$ cat src/rtl/tm_pkg.sv
// Shared defaults and FSM encoding for the class argmax block.
package tm_pkg;

    localparam int INT_SIZE    = 32;
    localparam int NUM_CLASSES = 10;
    localparam int CLASS_W     = 4;

    typedef enum logic [1:0] {
        S_IDLE    = 2'd0,
        S_COLLECT = 2'd1,
        S_DONE    = 2'd2
    } argmax_state_e;

endpackage

$ cat src/rtl/tm_max_cmp.sv
// Combinational signed compare-and-select: keeps the current best unless the
// candidate is strictly greater (ties favour the earlier, lower index) or the
// caller forces the candidate in (first sample of a collection).
module tm_max_cmp #(
    parameter int INT_SIZE = 32,
    parameter int CLASS_W  = 4
) (
    input  logic                       force_take,
    input  logic signed [INT_SIZE-1:0] cur_sum,
    input  logic        [CLASS_W-1:0]  cur_class,
    input  logic signed [INT_SIZE-1:0] cand_sum,
    input  logic        [CLASS_W-1:0]  cand_class,
    output logic signed [INT_SIZE-1:0] max_sum,
    output logic        [CLASS_W-1:0]  max_class
);

    logic take;

    assign take      = force_take || (cand_sum > cur_sum);
    assign max_sum   = take ? cand_sum   : cur_sum;
    assign max_class = take ? cand_class : cur_class;

endmodule

$ cat src/rtl/class_argmax.sv
// Collects NUM_CLASSES signed class sums in order and reports the index and
// value of the largest one, one cycle after the final sample.
module class_argmax #(
    parameter int NUM_CLASSES = tm_pkg::NUM_CLASSES,
    parameter int INT_SIZE    = tm_pkg::INT_SIZE,
    parameter int CLASS_W     = tm_pkg::CLASS_W
) (
    input  logic                       clk,
    input  logic                       rst_flag,
    input  logic                       start,
    input  logic                       sum_valid,
    input  logic signed [INT_SIZE-1:0] sum_in,
    output logic                       busy,
    output logic                       pred_valid,
    output logic        [CLASS_W-1:0]  pred_class,
    output logic signed [INT_SIZE-1:0] pred_sum,
    output logic                       err
);

    import tm_pkg::*;

    localparam logic [CLASS_W-1:0] LAST_IDX = CLASS_W'(NUM_CLASSES - 1);

    argmax_state_e              state_q, state_d;
    logic [CLASS_W-1:0]         idx_q, idx_d;
    logic signed [INT_SIZE-1:0] best_sum_q, best_sum_d;
    logic [CLASS_W-1:0]         best_class_q, best_class_d;
    logic signed [INT_SIZE-1:0] pred_sum_q, pred_sum_d;
    logic [CLASS_W-1:0]         pred_class_q, pred_class_d;
    logic                       err_q, err_d;
    logic signed [INT_SIZE-1:0] cmp_sum;
    logic [CLASS_W-1:0]         cmp_class;

    tm_max_cmp #(
        .INT_SIZE (INT_SIZE),
        .CLASS_W  (CLASS_W)
    ) u_cmp (
        .force_take (idx_q == '0),
        .cur_sum    (best_sum_q),
        .cur_class  (best_class_q),
        .cand_sum   (sum_in),
        .cand_class (idx_q),
        .max_sum    (cmp_sum),
        .max_class  (cmp_class)
    );

    // State and datapath registers; reset wipes every partial result.
    always_ff @(posedge clk or posedge rst_flag) begin
        if (rst_flag) begin
            state_q      <= S_IDLE;
            idx_q        <= '0;
            best_sum_q   <= '0;
            best_class_q <= '0;
            pred_sum_q   <= '0;
            pred_class_q <= '0;
            err_q        <= 1'b0;
        end else begin
            state_q      <= state_d;
            idx_q        <= idx_d;
            best_sum_q   <= best_sum_d;
            best_class_q <= best_class_d;
            pred_sum_q   <= pred_sum_d;
            pred_class_q <= pred_class_d;
            err_q        <= err_d;
        end
    end

    // Next-state and datapath update; start always begins a fresh collection.
    always_comb begin
        state_d      = state_q;
        idx_d        = idx_q;
        best_sum_d   = best_sum_q;
        best_class_d = best_class_q;
        pred_sum_d   = pred_sum_q;
        pred_class_d = pred_class_q;
        err_d        = 1'b0;
        case (state_q)
            S_IDLE: begin
                if (start) begin
                    state_d      = S_COLLECT;
                    idx_d        = '0;
                    best_sum_d   = '0;
                    best_class_d = '0;
                end
            end
            S_COLLECT: begin
                if (start) begin
                    // Abort: restart at class 0, same-cycle sample is dropped.
                    err_d        = 1'b1;
                    idx_d        = '0;
                    best_sum_d   = '0;
                    best_class_d = '0;
                end else if (sum_valid) begin
                    best_sum_d   = cmp_sum;
                    best_class_d = cmp_class;
                    if (idx_q == LAST_IDX) begin
                        state_d      = S_DONE;
                        pred_sum_d   = cmp_sum;
                        pred_class_d = cmp_class;
                    end else begin
                        idx_d = idx_q + CLASS_W'(1);
                    end
                end
            end
            S_DONE: begin
                if (start) begin
                    state_d      = S_COLLECT;
                    idx_d        = '0;
                    best_sum_d   = '0;
                    best_class_d = '0;
                end else begin
                    state_d = S_IDLE;
                end
            end
            default: state_d = S_IDLE;
        endcase
    end

    assign busy       = (state_q == S_COLLECT);
    assign pred_valid = (state_q == S_DONE);
    assign pred_class = pred_class_q;
    assign pred_sum   = pred_sum_q;
    assign err        = err_q;

endmodule

$ cat config.mk
export PLATFORM = sky130hd
export DESIGN_NAME = class_argmax
export DESIGN_NICKNAME = d
export VERILOG_FILES = /design/src/rtl/tm_pkg.sv /design/src/rtl/tm_max_cmp.sv /design/src/rtl/class_argmax.sv
export SDC_FILE = /design/constraint.sdc
export NUM_CORES = 1
export LEC_CHECK = 0
export ABC_AREA = 0
export CAP_MARGIN = 25
export CORE_AREA = 2 2 67 133
export DETAILED_ROUTE_END_ITERATION = 8
export DIE_AREA = 0 0 69 135
export HOLD_SLACK_MARGIN = 0.12
export PLACE_DENSITY = 0.8
export SLEW_MARGIN = 10
export SYNTH_ARGS = -nofsm -noshare
export SYNTH_HDL_FRONTEND = slang
export SYNTH_SLANG_ARGS = --single-unit
$ cat constraint.sdc
create_clock -name clk -period 3.4 [get_ports clk]
set_clock_uncertainty 0.05 [all_clocks]
set_input_delay 0.68 -clock clk [delete_from_list [all_inputs] [get_ports clk]]
set_output_delay 0.68 -clock clk [all_outputs]
set_load 0.02 [all_outputs]
# Word-level counts from Yosys, hierarchy flattened
# Index checks and enable logic that the tools add are counted.
dict set report word_totals {
  regBits 79
  input_bits 36
  output_inout_bits 39
  elab_cells 51
}
dict set report classes {
  add_sub_neg 1
  magnitude_cmp 1
  n_eq_ne 10
  muxes 22
  bitwise_logic 1
  reduce_logical 9
}
# operator count
set ops {}
lappend ops {{32-bit two-way mux} 4}
lappend ops {{32-bit case mux with 2 select lines} 1}
lappend ops {{32-bit greater-than comparator} 1}
lappend ops {{4-bit two-way mux} 7}
lappend ops {{4-bit case mux with 2 select lines} 2}
lappend ops {{4-bit AND reduction} 3}
lappend ops {{2-bit two-way mux} 4}
lappend ops {{2-bit != test (second input constant)} 3}
lappend ops {{3-bit != test (second input constant)} 2}
lappend ops {{2-bit case mux with 3 select lines} 1}
lappend ops {{4-bit by 1-bit adder with 4-bit output (second input constant)} 1}
lappend ops {{4-bit == test (second input constant)} 1}
lappend ops {{4-bit logical NOT} 1}
lappend ops {{2-bit by 1-bit != test with 1-bit output (second input constant)} 2}
lappend ops {{1-bit two-way mux} 3}
lappend ops {{3-bit AND reduction} 1}
lappend ops {{2-bit by 1-bit == test with 1-bit output (second input constant)} 1}
lappend ops {{2-bit == test (second input constant)} 1}
lappend ops {{2-bit logical NOT} 1}
lappend ops {{2-bit nonzero test} 1}
lappend ops {{2-bit OR reduction} 1}
lappend ops {{1-bit logical OR} 1}
lappend ops {{1-bit NOT} 1}

# Longest topological paths before layout
dict set report logic_depth {
  depth_word 6
  depth_mapped 12
  mapped_depth_nobuf 9
}

# Cells and area by module
# A second synthesis with hierarchy kept.
dict set report unflattened {
  hier_cells 433
  hier_area_um2 4645.7
}
# module n_inst cells_per_inst area_each_um2 seq_area_each_um2
set modules_own_cells {}
lappend modules_own_cells {class_argmax 1 277 3239.4 1976.9}
lappend modules_own_cells {tm_max_cmp 1 156 1406.3 0.0}

# Worst setup path after synthesis
# Ideal clock, no wire load.
dict set report synth_timing {
  path_kind {input port to flip-flop}
  start {input port sum_in[31]}
  end {register best_class_q[0]}
  setup_ns 0.122
  t_arrival_ns 3.026
  t_required_ns 3.228
  setup_slack_ns 0.203
  stages 10
  cell_sequence {ha_1 nand4_2 nor4_4 nand4_2 or3_1 o2111a_1 or3_1 buf_4 buf_6 a32o_1}
}
dict set report synth_between {
  elab_chain_len 6
}
# element line
set synth_rtl {}
lappend synth_rtl {{from (decl)} class_argmax.sv:12} ;# input logic signed [INT_SIZE-1:0] sum_in,
lappend synth_rtl {{32-bit greater-than comparator} tm_max_cmp.sv:19} ;# assign take = force_take || (cand_sum > cur_sum);
lappend synth_rtl {{1-bit logical OR} tm_max_cmp.sv:19}
lappend synth_rtl {{4-bit two-way mux} tm_max_cmp.sv:21} ;# assign max_class = take ? cand_class : cur_class;
lappend synth_rtl {{4-bit two-way mux} class_argmax.sv:93} ;# end else if (sum_valid) begin
lappend synth_rtl {{4-bit two-way mux} class_argmax.sv:87} ;# if (start) begin
lappend synth_rtl {{4-bit case mux with 2 select lines} class_argmax.sv:77} ;# case (state_q)
lappend synth_rtl {{to (signal assigned)} class_argmax.sv:61} ;# best_class_q <= best_class_d;
lappend synth_rtl {{to (decl)} class_argmax.sv:27} ;# logic [CLASS_W-1:0] best_class_q, best_class_d;
# Every way passes these cells. The select of a mux whose other input is x is not followed.
# A chain may end at the register's enable or synchronous reset.

# Worst setup path after layout
dict set report layout_timing {
  start {input port sum_in[31]}
  end {register pred_sum_q[14] (netlist: pred_sum[14])}
}
dict set report layout_between {
  elab_chain_len 3
}
# element line
set layout_rtl {}
lappend layout_rtl {{32-bit greater-than comparator} tm_max_cmp.sv:19}
lappend layout_rtl {{1-bit logical OR} tm_max_cmp.sv:19}
lappend layout_rtl {{32-bit two-way mux} tm_max_cmp.sv:20} ;# assign max_sum = take ? cand_sum : cur_sum;
lappend layout_rtl {{to (signal assigned)} class_argmax.sv:62} ;# pred_sum_q <= pred_sum_d;
lappend layout_rtl {{to (decl)} class_argmax.sv:28} ;# logic signed [INT_SIZE-1:0] pred_sum_q, pred_sum_d;
# Every way passes these cells.

==> flow_summary.yaml <==
outcome:
  status: "completed"
grt:
  antenna_found_initial: 0
  grt_pass1_vias: 4267
  grt_overflow: 0
  grt_max_degree: 50
  grt_pass1_wl_mm: 20.0
  grt_use_total_pct: 27.0
yosys:
  synth_area_leaders: "dfrtp_1 (45%), ha_1 (9.9%), a32o_1 (8.2%)"
  synth_cells: 459
  synth_seq_cells: 79
  syn_area_um2: 4410
  yosysSeqAreaShare_pct: 44.8
  synth_top_area_cell: "dfrtp_1"
  synth_nets: 530
  synth_area_per_cell_um2: 9.61
  synth_top_area_share_pct: 44.8
  yosysWarnings: 0
  synth_cell_types: 39
cells_and_area:
  nets: 634
  nFillCells: 656
  final_common_cell: "dfrtp_1"
  fin_area_um2: 5900
  area_growth_pct: 33.7
  multi_input_area_um2: 2150
  layout-drive-gt1-share_pct: 13.6
  seqCellArea_um2: 1980
  n_antenna_cell: 0
  final_cell_mix: "dfrtp_1 (79), clkdlybuf4s50_1 (74), nand2_1 (72)"
clocking:
  numCtsBuffers: 9
  clockBufferDepth: 2
  insertion_delay_ns: 0.34
  htree_num_levels: 3
  cts_hold_buf: 0
  cts-root-buf: "clkbuf_16"
  cts_sinks: 79
  cts_tree: "done"
  clk_pin_slew_ns: 0.06
power_and_ir_drop:
  peakVddDrop_v: 0.000272
  p_per_area_nw_per_um2: 474
  power_leakage_nw: 2.48
setup_path:
  cpMostUsedCell: "nand4_2"
  cp-start-kind: "primary input"
  cp.required_ns: 3.56
  end_kind: "register"
  cpMaxStageDelayCell: "clkdlybuf4s50_1"
  crit_buf_inv: 3
  crit_family: "simple AND/OR/NAND/NOR gates"
  cp_max_fo: 32
  arrival_ns: 3.51
  crit_chain: "clkdlybuf4s50_1 > ha_1 > nand4_2 > nor4_4 > nand4_2 > or3_1 > buf_4 > o211a_1 > o21ai_4 > buf_12 > o211ai_1"
  crit_path_max_incr_delay_ns: 0.47
  critPathKind: "primary input to register"
placement:
  port_buffers: 74
  placed_area_um2: 5580
  dp_hpwl_mm: 8.76
  place.gp.congestion: 0.872
route:
  vias: 4102
  wl_mm: 12.2
  first_pass_iters: 5
  viasPerCell: 6.18
  route.detailed.drc: 0
  antenna_left: 0
  wire_per_inst_um: 18.4
  drtIter0Drc: 264
floorplanning:
  dieWidth_um: 69
  start_util_pct: 53.6
  io_pins: 75
  rows: 47
  coreArea_um2: 8230
  die_area_um2: 9320
  die_h_um: 135
hold_path:
  hold_path.class: "register to register"
flow_run:
  drv_cap: 0
timing:
  period_minus_slack_ns: 3.35
  setup_viol: 0
  fin_setup_tns_ns: 0
  tightest_slew_ns: 0.499
  max_clock_freq_mhz: 298
  final_max_slew_viol_count: 0
  fin_crit_sh_pct: 98.5
  slew_headroom_pct: 66.7
  hold_viol: 0
==> layer usage <==
layer / global-route usage, % / part of all wire, %
met1: 28.2 / 37
met5: 0 / 0
met3: 5.00 / 4.0
met4: 15.7 / 3.9
met2: 49.6 / 55
==> worst paths after layout <==
| path | startpoint | to | slack, ns | depth (start not counted) |
|---|---|---|---|---|
| worst max-delay path | sum_in[31] | pred_sum[14] | 0.05 | 11 |
| worst min-delay path | pred_sum[20] | pred_sum[20] | 0.44 | 2 |
| worst max register to register | best_sum_q[31] | pred_sum[14] | 0.49 | 11 |
| worst min register to register | pred_sum[20] | pred_sum[20] | 0.44 | 2 |
| max in group asynchronous | rst_flag | state_q[0] | 1.77 | 3 |
| min in group asynchronous | rst_flag | best_sum_q[2] | 0.68 | 2 |
==> final cells by class <==
type	count	share of cell area [%]
clock inverters	4	0.806
clock buffers	10	4.05
repair buffers	127	20.6
flip-flops and latches	79	33.5
inverters	39	2.48
well taps	98	2.08
multi-input cells	307	36.5
==> logic make-up after synthesis <==
kind of cell	synth area share [%]
flip-flops	44.8
AND/OR/NAND/NOR	17.3
AO/OA/AOI/OAI	20.8
buffers and inverters	7.09
adder cells (fa/ha/maj)	9.93
==> report_power, final <==
part | total, mW | internal [mW] | leakage [nW] | switching (mW)
Combinational | 0.776 | 0.343 | 1.27 | 0.432
Sequential | 1.08 | 1.02 | 1.07 | 0.0613
Clock | 0.940 | 0.577 | 0.140 | 0.363
Total | 2.80 | 1.94 | 2.48 | 0.857
==> synthesized netlist by cell type <==
| cell | n |
|---|---|
| nor3_1 | 2 |
| nor2b_1 | 4 |
| nor2_1 | 12 |
| ha_1 | 35 |
| buf_4 | 1 |
| o2111ai_1 | 1 |
| nand2b_1 | 4 |
| buf_2 | 10 |
| a221o_1 | 1 |
| and3_1 | 1 |
| nand4_2 | 2 |
| nand3_1 | 14 |
| o21ai_2 | 2 |
| nand2_1 | 72 |
| clkbuf_1 | 16 |
| dfrtp_1 | 79 |
| o21ai_0 | 9 |
| a21oi_1 | 16 |
| nor4_4 | 1 |
| o22ai_1 | 2 |
| nand4_1 | 31 |
| inv_2 | 1 |
| and4_1 | 1 |
| o211ai_1 | 35 |
| or3_1 | 3 |
| and2_1 | 5 |
| buf_6 | 3 |
| o211a_1 | 1 |
| a31oi_1 | 7 |
| o22a_1 | 1 |
| a21o_1 | 2 |
| inv_1 | 38 |
| or4_1 | 1 |
| buf_1 | 4 |
| o2111a_1 | 1 |
| a221oi_1 | 3 |
| a32o_1 | 36 |
| and2_0 | 1 |
| o21a_1 | 1 |
==> tightest hold or removal path: cells and delay by family, from the launching register on <==
kind / cells / cell delay [ns]
DFF: 1 / 0.34
AOI/OAI and AO/OA: 1 / 0.07
and+or+nand+nor: 1 / 0.05
==> stage by stage <==
| step | cells | power, mW | setup slack [ns] | util (%) | hold slack [ns] |
|---|---|---|---|---|---|
| 3_5_place_dp | 650 | 1.86 | -0.305 | 67.8 | 0.435 |
| 3_3_place_gp | 650 | 1.82 | -0.201 | 67.8 | 0.424 |
| 6_report | 664 | 2.80 | 0.0499 | 71.6 | 0.442 |
| 4_1_cts | 664 | 2.80 | 0.0335 | 71.3 | 0.447 |
| 5_1_grt | 664 | 2.91 | -0.0219 | 71.6 | 0.468 |
| 2_1_floorplan | 459 | 1.51 | 0.203 | - | 0.409 |
==> flip-flops by register name, summed over array words and instances, names as in the netlist <==
| signal | flops |
|---|---|
| pred_class | 4 |
| state_q | 2 |
| pred_sum | 32 |
| best_sum_q | 32 |
| idx_q | 4 |
| best_class_q | 4 |
| err | 1 |
==> what timing repair did <==
action	CTS	global route
setup buffers	0	0
resized for setup	0	5
setup endpoints to repair	0	46
Note: power is estimated with default switching activity, not from simulation.
